**src/rtl/dl166_pkg.sv**
```systemverilog
// Shared constants and types for the program loader.
// The checksum feature is enabled by defining PROG_LOADER_CKSUM_EN.
`timescale 1ns/1ps
package dl166_pkg;

    localparam int PROG_DEPTH = 16;
    localparam int ADDR_W = 4;
    localparam logic [7:0] DEFAULT_HDR_BYTE = 8'hA5;

    typedef enum logic [1:0] {
        ST_IDLE  = 2'd0,
        ST_LEN   = 2'd1,
        ST_DATA  = 2'd2
`ifdef PROG_LOADER_CKSUM_EN
        ,
        ST_CHECK = 2'd3
`endif
    } loader_state_t;

    // A frame length is legal when it fits the program memory and is non-empty.
    function automatic logic len_ok(input logic [7:0] n);
        return (n >= 8'd1) && (n <= 8'(PROG_DEPTH));
    endfunction

endpackage

```
**src/rtl/prog_ram.sv**
```systemverilog
// 16x8 program memory: synchronous write with enable, asynchronous read,
// synchronous clear. A read coincident with a write returns the old value.
`timescale 1ns/1ps
module prog_ram
    import dl166_pkg::*;
(
    input  logic              clk,
    input  logic              clear,
    input  logic              we,
    input  logic [ADDR_W-1:0] waddr,
    input  logic [7:0]        wdata,
    input  logic [ADDR_W-1:0] raddr,
    output logic [7:0]        rdata
);

    logic [7:0] mem [PROG_DEPTH];

    always_ff @(posedge clk) begin
        if (clear) begin
            for (int i = 0; i < PROG_DEPTH; i++) begin
                mem[i] <= 8'h00;
            end
        end else if (we) begin
            mem[waddr] <= wdata;
        end
    end

    assign rdata = mem[raddr];

endmodule

```
**src/rtl/prog_loader.sv**
```systemverilog
// Byte-stream program loader: receives HDR, N, N data bytes (and an XOR checksum
// when PROG_LOADER_CKSUM_EN is defined), fills program memory and holds the CPU in reset while loading.
`timescale 1ns/1ps
module prog_loader
    import dl166_pkg::*;
#(
    parameter logic [7:0] HDR_BYTE = DEFAULT_HDR_BYTE
) (
    input  logic       clk,
    input  logic       reset,
    input  logic [7:0] rx_data,
    input  logic       rx_valid,
    output logic       rx_ready,
    input  logic [3:0] addr,
    output logic [7:0] dout,
    output logic       cpu_run,
    output logic       loading,
    output logic       err,
    output logic [1:0] state
);

    // Handshake: a byte transfers on a rising edge where rx_valid && rx_ready;
    // the loader is always ready except while reset is high.
    logic take;

    loader_state_t state_q, state_d;
    logic [3:0]    ptr_q, ptr_d;
    logic [3:0]    last_q, last_d;
    logic          loading_q, loading_d;
    logic          err_q, err_d;
    logic          run_q, run_d;
    logic          we;
`ifdef PROG_LOADER_CKSUM_EN
    logic [7:0]    cks_q, cks_d;
`endif

    assign rx_ready = ~reset;
    assign take     = rx_valid & rx_ready;

    always_ff @(posedge clk) begin
        if (reset) begin
            state_q   <= ST_IDLE;
            ptr_q     <= '0;
            last_q    <= '0;
            loading_q <= 1'b0;
            err_q     <= 1'b0;
            run_q     <= 1'b1;
`ifdef PROG_LOADER_CKSUM_EN
            cks_q     <= '0;
`endif
        end else begin
            state_q   <= state_d;
            ptr_q     <= ptr_d;
            last_q    <= last_d;
            loading_q <= loading_d;
            err_q     <= err_d;
            run_q     <= run_d;
`ifdef PROG_LOADER_CKSUM_EN
            cks_q     <= cks_d;
`endif
        end
    end

    always_comb begin
        state_d   = state_q;
        ptr_d     = ptr_q;
        last_d    = last_q;
        loading_d = loading_q;
        err_d     = err_q;
        run_d     = run_q;
        we        = 1'b0;
`ifdef PROG_LOADER_CKSUM_EN
        cks_d     = cks_q;
`endif
        if (take) begin
            case (state_q)
                ST_IDLE: begin
                    if (rx_data == HDR_BYTE) begin
                        state_d   = ST_LEN;
                        loading_d = 1'b1;
                        run_d     = 1'b0;
                    end
                end
                ST_LEN: begin
                    if (len_ok(rx_data)) begin
                        // last index is N-1; N=16 wraps 0-1 to 15 in four bits
                        ptr_d   = '0;
                        last_d  = rx_data[3:0] - 4'd1;
                        state_d = ST_DATA;
`ifdef PROG_LOADER_CKSUM_EN
                        cks_d   = '0;
`endif
                    end else begin
                        err_d     = 1'b1;
                        loading_d = 1'b0;
                        state_d   = ST_IDLE;
                    end
                end
                ST_DATA: begin
                    we    = 1'b1;
                    ptr_d = ptr_q + 4'd1;
`ifdef PROG_LOADER_CKSUM_EN
                    cks_d = cks_q ^ rx_data;
                    if (ptr_q == last_q) begin
                        state_d = ST_CHECK;
                    end
`else
                    if (ptr_q == last_q) begin
                        err_d     = 1'b0;
                        loading_d = 1'b0;
                        run_d     = 1'b1;
                        state_d   = ST_IDLE;
                    end
`endif
                end
`ifdef PROG_LOADER_CKSUM_EN
                ST_CHECK: begin
                    loading_d = 1'b0;
                    state_d   = ST_IDLE;
                    if (rx_data == cks_q) begin
                        err_d = 1'b0;
                        run_d = 1'b1;
                    end else begin
                        err_d = 1'b1;
                    end
                end
`endif
                default: begin
                    state_d = ST_IDLE;
                end
            endcase
        end
    end

    prog_ram u_ram (
        .clk   (clk),
        .clear (reset),
        .we    (we),
        .waddr (ptr_q),
        .wdata (rx_data),
        .raddr (addr),
        .rdata (dout)
    );

    assign cpu_run = run_q;
    assign loading = loading_q;
    assign err     = err_q;
    assign state   = state_q;

endmodule

```
**config.mk**
```make
export PLATFORM = sky130hd
export DESIGN_NAME = prog_loader
export DESIGN_NICKNAME = d
export VERILOG_FILES = /design/src/rtl/dl166_pkg.sv /design/src/rtl/prog_ram.sv /design/src/rtl/prog_loader.sv
export SDC_FILE = /design/constraint.sdc
export NUM_CORES = 1
export LEC_CHECK = 0
export CAP_MARGIN = 20
export CORE_ASPECT_RATIO = 0.7
export CORE_MARGIN = 1.5
export CORE_UTILIZATION = 45
export DETAILED_ROUTE_END_ITERATION = 6
export SYNTH_ARGS = -nofsm -noshare
export SYNTH_HDL_FRONTEND = slang
export SYNTH_HIERARCHICAL = 1
export SYNTH_SLANG_ARGS = --single-unit
```
**constraint.sdc**
```tcl
create_clock -name clk -period 4.04 [get_ports clk]
set_clock_uncertainty 0.1 [all_clocks]
set_input_delay 0.808 -clock clk [delete_from_list [all_inputs] [get_ports clk]]
set_output_delay 0.808 -clock clk [all_outputs]
set_load 0.01 [all_outputs]
```
## After elaboration in Yosys (flattened, before gate mapping)

Memories as Yosys holds them, arrays and structs flattened.
Index checks and enable logic that the tools add are counted.

- RAM bits: 128
- Flip-flop bits (word level): 13
- Memories kept: 1
- Output and inout port bits: 14

- Bitwise logic cells: 2
- Reduce and logical (&&, ||, !) cells: 12
- Muxes and demuxes: 25
- Order comparisons: 2
- Equal/unequal tests: 8
- $add $sub $neg: 2

Memories:

| name | depth | bits a word | read ports | clocked after Yosys merged registers in | write ports | line | source |
|---|---|---|---|---|---|---|---|
| u_ram.mem | 16 | 8 | 1 | 0 | 16 | prog_ram.sv:16 | `logic [7:0] mem [PROG_DEPTH];` |

Operators with widths:

| operator | count |
|---|---|
| 1-bit two-way mux | 14 |
| 3-bit AND reduction | 3 |
| 8-bit equality test, second input constant | 1 |
| 8-bit by 1-bit >= comparator with 1-bit output, second input constant | 1 |
| 8-bit by 5-bit less-or-equal comparator with 1-bit output, second input constant | 1 |
| 4-bit two-way mux | 2 |
| 8-bit two-way mux | 1 |
| 2-bit inequality test, second input constant | 4 |
| 4-bit case mux with 2 select lines | 1 |
| 4-bit AND reduction | 2 |
| 8-bit OR reduction | 1 |
| 2-bit two-way mux | 3 |
| 2-bit case mux with 3 select lines | 1 |
| 5-bit AND reduction | 1 |
| 4-bit by 1-bit adder with 4-bit output, second input constant | 1 |
| 4-bit equality test | 1 |
| 1-bit case mux with 2 select lines | 2 |
| 2-bit nonzero test | 2 |
| 4-bit by 1-bit subtractor with 4-bit output, second input constant | 1 |
| 1-bit case mux with 3 select lines | 1 |
| 3-bit nonzero test | 1 |
| 2-bit by 1-bit equality test with 1-bit output, second input constant | 1 |
| 2-bit equality test, second input constant | 1 |
| 2-bit logical NOT | 1 |
| 3 further kinds | 3 |

## Longest topological paths before layout

Gate-level depths: netlist of run 1.

- Word-level depth: 8
- Mapped depth: 7
- Mapped depth without buffers: 7

## Cells and area by module

Netlist of run 1, hierarchy kept.

Modules (own cells, without submodules):

| module | area an instance (um2) | instances | cells each |
|---|---|---|---|
| prog_ram | 5861.9 | 1 | 375 |
| prog_loader | 832.0 | 1 | 94 |

## Least setup slack after synthesis of run 1

Ideal clock, no wire load.

- Kind: input-to-output
- From: input addr[0]
- To: output dout[5]
- Slack: 1.118 ns
- Required time: 3.132 ns
- Arrival: 2.014 ns
- Path buffers: 2
- Cell stages on the path: 5
- Cell sequence: buf_2 > buf_2 > mux4_2 > a22oi_1 > nand2_1

- Word-level cells in the longest chain between the ends: 1

RTL lines:

| item | line | source |
|---|---|---|
| start, declared | prog_loader.sv:14 | `input logic [3:0] addr,` |
| memory 16 x 8 bit | -- |  |
| end, declared | prog_loader.sv:15 | `output logic [7:0] dout,` |

No other way between the ends.

## Worst setup path in the final report of run 1

- From: input addr[1]
- To: output dout[3]

The elaborated chain is that of the path after synthesis.

==> flow_summary.json, run 1 <==
{
  "status": "completed",
  "finalSetupViolCount": 0,
  "cts.sinks": 141,
  "rsz0062_at_grt": "false",
  "synth.avg_cell_area_um2": 14.3,
  "min_path_type": "flip-flop to flip-flop",
  "path_class": "primary input to primary output",
  "gp_congestion": 0.818,
  "p_per_area_mw_per_mm2": 431,
  "period_share": 0.947,
  "synth.area.top_cells": "edfxtp_1 (57%), and2_1 (12%), mux4_2 (11%)",
  "cpLargestDelayFamily": "buffers and inverters",
  "drt_iter0_drc": 313,
  "core_area_mm2": 0.0146,
  "via_per_inst": 5.49,
  "firstDrtPassIters": 5,
  "fp.dieW_um": 149,
  "cp_slowest_stage_delay_ps": 510,
  "postRouteWirelength_um": 15900,
  "required_ps": 3130,
  "async_reset_ff_frac": 0,
  "internal_power_mw": 2.70,
  "synth-edff-count": 128,
  "place_hpwl_um": 10800,
  "clkPwrFrac": 0.440,
  "htreeDepth": 4,
  "synth-seq-cells": 141,
  "ioPinCount": 29,
  "cp-start-kind": "primary input",
  "rr_worst_depth": 6,
  "critPathSlowestCell": "clkdlybuf4s50_1",
  "p_leak_nw": 2.81,
  "worstMarginPinSlew_ps": 680,
  "syn-cell-area_mm2": 0.00669,
  "finalHoldViolations": 0,
  "yosysWarnings": 6,
  "synthCells": 469,
  "initial_core_util": 0.458,
  "fin_tns_setup_ps": 0,
  "cts_tree": "built",
  "grt_util_all_layers": 0.225,
  "netlist.area_leader.share": 0.574,
  "ir_drop_uv": 297,
  "setup_ws_ps": 215,
  "arrival_ps": 2920,
  "clock-root-buffer": "clkbuf_16",
  "critPathMostFrequentCell": "clkdlybuf4s50_1",
  "antenna_found_initial": 1,
  "grt_pass1_vias": 4133,
  "synth-seq-area-share": 0.613,
  "netSwitchingFraction": 0.212,
  "yosys.cell_count.top_type": "and2_1",
  "num_rows": 37,
  "post_cts_buffers": 0,
  "synth-main-ff-cell": "edfxtp_1",
  "routedWlPerCell_um": 21.8,
  "die_area_mm2": 0.0156,
  "vias": 4018,
  "fin_crit_ps": 3820,
  "ant_nets": 0,
  "critPathBufInv": 3,
  "pwr-share-comb": 0.074,
  "end_kind": "primary output",
  "synth_nets": 491,
  "area_growth_pct": 18.7,
  "p_seq_frac": 0.487,
  "grt_pass1_wl_um": 24800,
  "yosysUniqueCellTypes": 46,
  "max_freq_mhz": 261,
  "cap_violations": 0,
  "yosysTopAreaCell": "edfxtp_1",
  "path_clk_slew_ps": 60,
  "crit_fanout": 32,
  "die_h_um": 105,
  "min_path_cells": 2,
  "path_depth": 6,
  "final_nets": 546,
  "netlist_top_cells_count": "and2_1 (129), edfxtp_1 (128), mux4_2 (32), nand2_1 (17)",
  "io_buffers": 28,
  "antennaDiodeCount": 0,
  "clk_latency_ps": 430,
  "clock_path_buffers": 2,
  "grt_start_max_net_pins": 33,
  "drv_slew": 0,
  "drive_above_1_share": 0.216,
  "power.switching_uw": 727,
  "drc": 0,
  "gr-total-overflow": 0,
  "path_cells": "clkdlybuf4s50_1 > buf_12 > mux4_2 > a22oi_1 > nand2_1 > clkdlybuf4s50_1",
  "cts.repair.resized": 0,
  "numCtsBuffers": 17,
  "holdBufCountCts": 0,
  "dp_slack_ps": 243,
  "relSlewSlack": 0.545
}
==> sequential cells by signal, summed over array words and instances, names as in the netlist <==
| signal | flops |
|---|---|
| loading | 1 |
| last_q | 4 |
| state | 2 |
| cpu_run | 1 |
| ptr_q | 4 |
| u_ram/mem | 128 |
| err | 1 |
==> per-layer routing <==
layer / track usage / share of wire
met5: 0 / 0
met4: 0.0792 / 0.019
met3: 0.0528 / 0.060
met2: 0.334 / 0.46
met1: 0.325 / 0.46
==> worst paths after layout <==
check                                        to                  start  slack (ps)
hold / removal                 err$_SDFFE_PP0P_       err$_SDFFE_PP0P_         360
hold reg to reg                err$_SDFFE_PP0P_       err$_SDFFE_PP0P_         360
setup reg to reg  u_ram/mem[2][5]$_SDFFCE_PN0P_  state[1]$_SDFFE_PP0P_        1120
setup / recovery                        dout[3]                addr[1]         220
==> layout make-up <==
type	instances	area, um2
inverter	10	37.5
timing repair buffer	58	538
clock buffer	24	472
sequential	141	4100
fill	1259	6690
clock inverter	8	90.1
multi-input combinational	296	2460
tap	195	244
==> cells by family after synthesis <==
group	after synthesis	share of synthesized area
AOI/OAI and AO/OA	44	0.0510
xor gates and xnor gates	6	0.00785
and+or+nand+nor	206	0.186
adders and majority gates	7	0.0131
buffers and inverters	32	0.0196
muxes	33	0.109
DFF	141	0.613
==> stage by stage <==
step / hold WS [ps] / std cells / total power, mW / util / instance area (um2)
final: 356 / 732 / 3.42 / 0.543 / 7940
after global routing: 395 / 732 / 3.53 / 0.543 / 7940
after CTS: 359 / 732 / 3.45 / 0.543 / 7940
after floorplan: 349 / 469 / 1.83 / - / 6690
after global placement: 343 / 700 / 1.95 / 0.505 / 7380
after detailed placement: 346 / 700 / 1.95 / 0.505 / 7380
==> power by group through the flow <==
stage | Combinational (mW) | Sequential [mW] | Clock [mW]
4_1_cts | 0.255 | 1.67 | 1.52
3_3_place_gp | 0.251 | 1.69 | 0
3_5_place_dp | 0.253 | 1.70 | 0
6_report | 0.252 | 1.67 | 1.51
2_1_floorplan | 0.139 | 1.69 | 0
5_1_grt | 0.270 | 1.67 | 1.59
==> placed cells by master, fill, tap and decap left out, types with 3 or more instances in the layout <==
cell type        instances
buf_12                   3
ha_1                     7
buf_4                   27
nor2_2                   3
clkbuf_16               17
nand2_1                 17
nor3_1                   6
clkdlybuf4s50_1         27
inv_1                   10
mux4_2                  32
clkbuf_1                 5
xnor2_1                  4
a311oi_1                 4
nand2b_1                 4
nor2_1                  14
o21ai_0                  4
dfxtp_1                 13
edfxtp_1               128
clkinv_2                 6
or2_2                   16
a22oi_1                 16
nand4_1                  4
a21oi_1                  7
and2_1                 129
==> worst register-to-register path, cell delays in order (launching register included) <==
cell,delay [ps]
dfxtp_1,410
ha_1,410
nand2_1,120
nor2_1,310
or4b_4,560
nor2_2,350
or2_2,350
(Power assumes the default switching activity.)
==> run 2: changes to the inputs <==
- SETUP_SLACK_MARGIN: not set -> 0.1
==> run 2 against run 1 <==
Total power about the same. Register-to-register slack about the same. Non-clock buffer count unchanged. Wire length about the same. Clock power about the same. Sequential power about the same. Hold slack about the same. Clock-buffer cell count unchanged. Die area unchanged. Maximum frequency increased by 0.16%. Global-route usage unchanged. Sequential cell count unchanged. Largest cell class unchanged. Highest routed layer unchanged.
==> flow_summary.json, run 2 (synthesis results as in run 1) <==
{
  "status": "completed",
  "fillers": 1258,
  "drv_slew": 0,
  "final_common_cell": "and2_1",
  "gr-total-overflow": 0,
  "path_clk_slew_ps": 60,
  "gp_congestion": 0.818,
  "drc": 0,
  "critPathMostFrequentCell": "clkdlybuf4s50_1",
  "critPathSlowestCell": "clkdlybuf4s50_1",
  "relSlewSlack": 0.535,
  "worstMarginPinSlew_ps": 695,
  "grt_pass1_wl_um": 24800,
  "grt_util_all_layers": 0.225,
  "wl_met3_um": 920,
  "largest_reg_flops": 128,
  "initial_core_util": 0.458,
  "cap_violations": 0,
  "ioPinCount": 29,
  "clock_path_buffers": 2,
  "min_path_type": "flip-flop to flip-flop",
  "routedWlPerCell_um": 21.7,
  "met1_length_um": 7420,
  "htreeDepth": 4,
  "fin_tns_setup_ps": 0,
  "met2_length_um": 7270,
  "vias": 4018,
  "routed.top_layer": "met4",
  "p_per_area_mw_per_mm2": 431,
  "fin_crit_ps": 3820,
  "finalHoldViolations": 0,
  "rsz0062_at_grt": "false",
  "grt_pass1_vias": 4133,
  "via_per_inst": 5.49,
  "numCtsBuffers": 17,
  "cp_slowest_stage_delay_ps": 510,
  "core_area_mm2": 0.0146,
  "ant_nets": 0,
  "post_cts_buffers": 0,
  "arrival_ps": 2910,
  "top_regs": "u_ram/mem (128), last_q (4), ptr_q (4)",
  "postRouteWirelength_um": 15900,
  "path_class": "primary input to primary output",
  "fp.dieW_um": 149,
  "required_ps": 3130,
  "num_rows": 37,
  "holdWs_ps": 356,
  "area_growth_pct": 18.7,
  "grt_start_max_net_pins": 33,
  "drt_iter0_drc": 312,
  "firstDrtPassIters": 5,
  "path_cells": "clkdlybuf4s50_1 > buf_12 > mux4_2 > a22oi_1 > nand2_1 > clkdlybuf4s50_1",
  "ir_drop_uv": 296,
  "cp-start-kind": "primary input",
  "max_freq_mhz": 262,
  "drive_above_1_share": 0.218,
  "antenna_found_initial": 1,
  "die_h_um": 105,
  "clk_latency_ps": 430,
  "finalSetupViolCount": 0,
  "die_area_mm2": 0.0156,
  "final_cell_mix": "and2_1 (129), edfxtp_1 (128), mux4_2 (32)",
  "cts_tree": "built",
  "clock-root-buffer": "clkbuf_16",
  "crit_fanout": 32,
  "cts.sinks": 141,
  "end_kind": "primary output",
  "final_nets": 546,
  "regMostFlops": "u_ram/mem",
  "antennaDiodeCount": 0,
  "io_buffers": 28,
  "period_share": 0.945,
  "p_leak_nw": 2.81,
  "place_hpwl_um": 10800
}
==> run 2: cell type report <==
| type | instances | area [um2] | share of cell area |
|---|---|---|---|
| Clock inverter | 8 | 90.1 | 0.0113 |
| Multi-Input combinational cell | 296 | 2460 | 0.310 |
| Inverter | 10 | 37.5 | 0.00472 |
| Sequential cell | 141 | 4100 | 0.516 |
| Timing Repair Buffer | 58 | 538 | 0.0677 |
| Clock buffer | 24 | 472 | 0.0593 |
| Tap cell | 195 | 244 | 0.0307 |
==> run 2: through the flow <==
| stage | instance area, um2 | setup slack (ps) | total power, mW | util | cells |
|---|---|---|---|---|---|
| floorplan | 6690 | 1120 | 1.83 | - | 469 |
| global placement | 7380 | 223 | 1.95 | 0.505 | 700 |
| detailed placement | 7380 | 243 | 1.95 | 0.505 | 700 |
| CTS | 7940 | 216 | 3.45 | 0.543 | 732 |
| global route | 7950 | 156 | 3.53 | 0.543 | 732 |
| finish | 7950 | 221 | 3.42 | 0.543 | 732 |
==> run 2: path summary, 6_finish.rpt <==
kind / cells after the start / start / endpoint / slack [ps]
setup / recovery: 6 / addr[1] / dout[1] / 220
hold reg to reg: 2 / err$_SDFFE_PP0P_ / err$_SDFFE_PP0P_ / 360
hold / removal: 2 / err$_SDFFE_PP0P_ / err$_SDFFE_PP0P_ / 360
setup reg to reg: 6 / state[1]$_SDFFE_PP0P_ / u_ram/mem[2][5]$_SDFFCE_PN0P_ / 1120
==> run 2: metal layers <==
layer  vias to the layer above  global-route usage
met2                       121               0.334
li1                       1855                   -
met4                         0              0.0792
met5                         -                   0
met3                        20              0.0528
met1                      2022               0.325
==> run 2: report_power, final <==
group	leakage, nW	switching [mW]	internal [mW]
combinational	1.19	0.138	0.115
sequential	1.33	0.0179	1.65
clock	0.282	0.570	0.934
==> run 2: timing repair <==
action,in CTS,in global routing
hold buffers,0,0
endpoints found under the setup margin,0,1
gates resized for setup,0,1
==> run 2: worst max-delay path: cells and delay by family <==
family / cells / cell delay (ps)
buf+inv: 3 / 1250
simple gates: 1 / 120
compound gates: 1 / 390
mux: 1 / 320
==> run 3: changes to the inputs <==
- SKIP_CTS_REPAIR_TIMING: not set -> 1
- TNS_END_PERCENT: not set -> 20
==> results of run 3 <==
The final DEF is identical to that of run 2; final timing and power are the same.
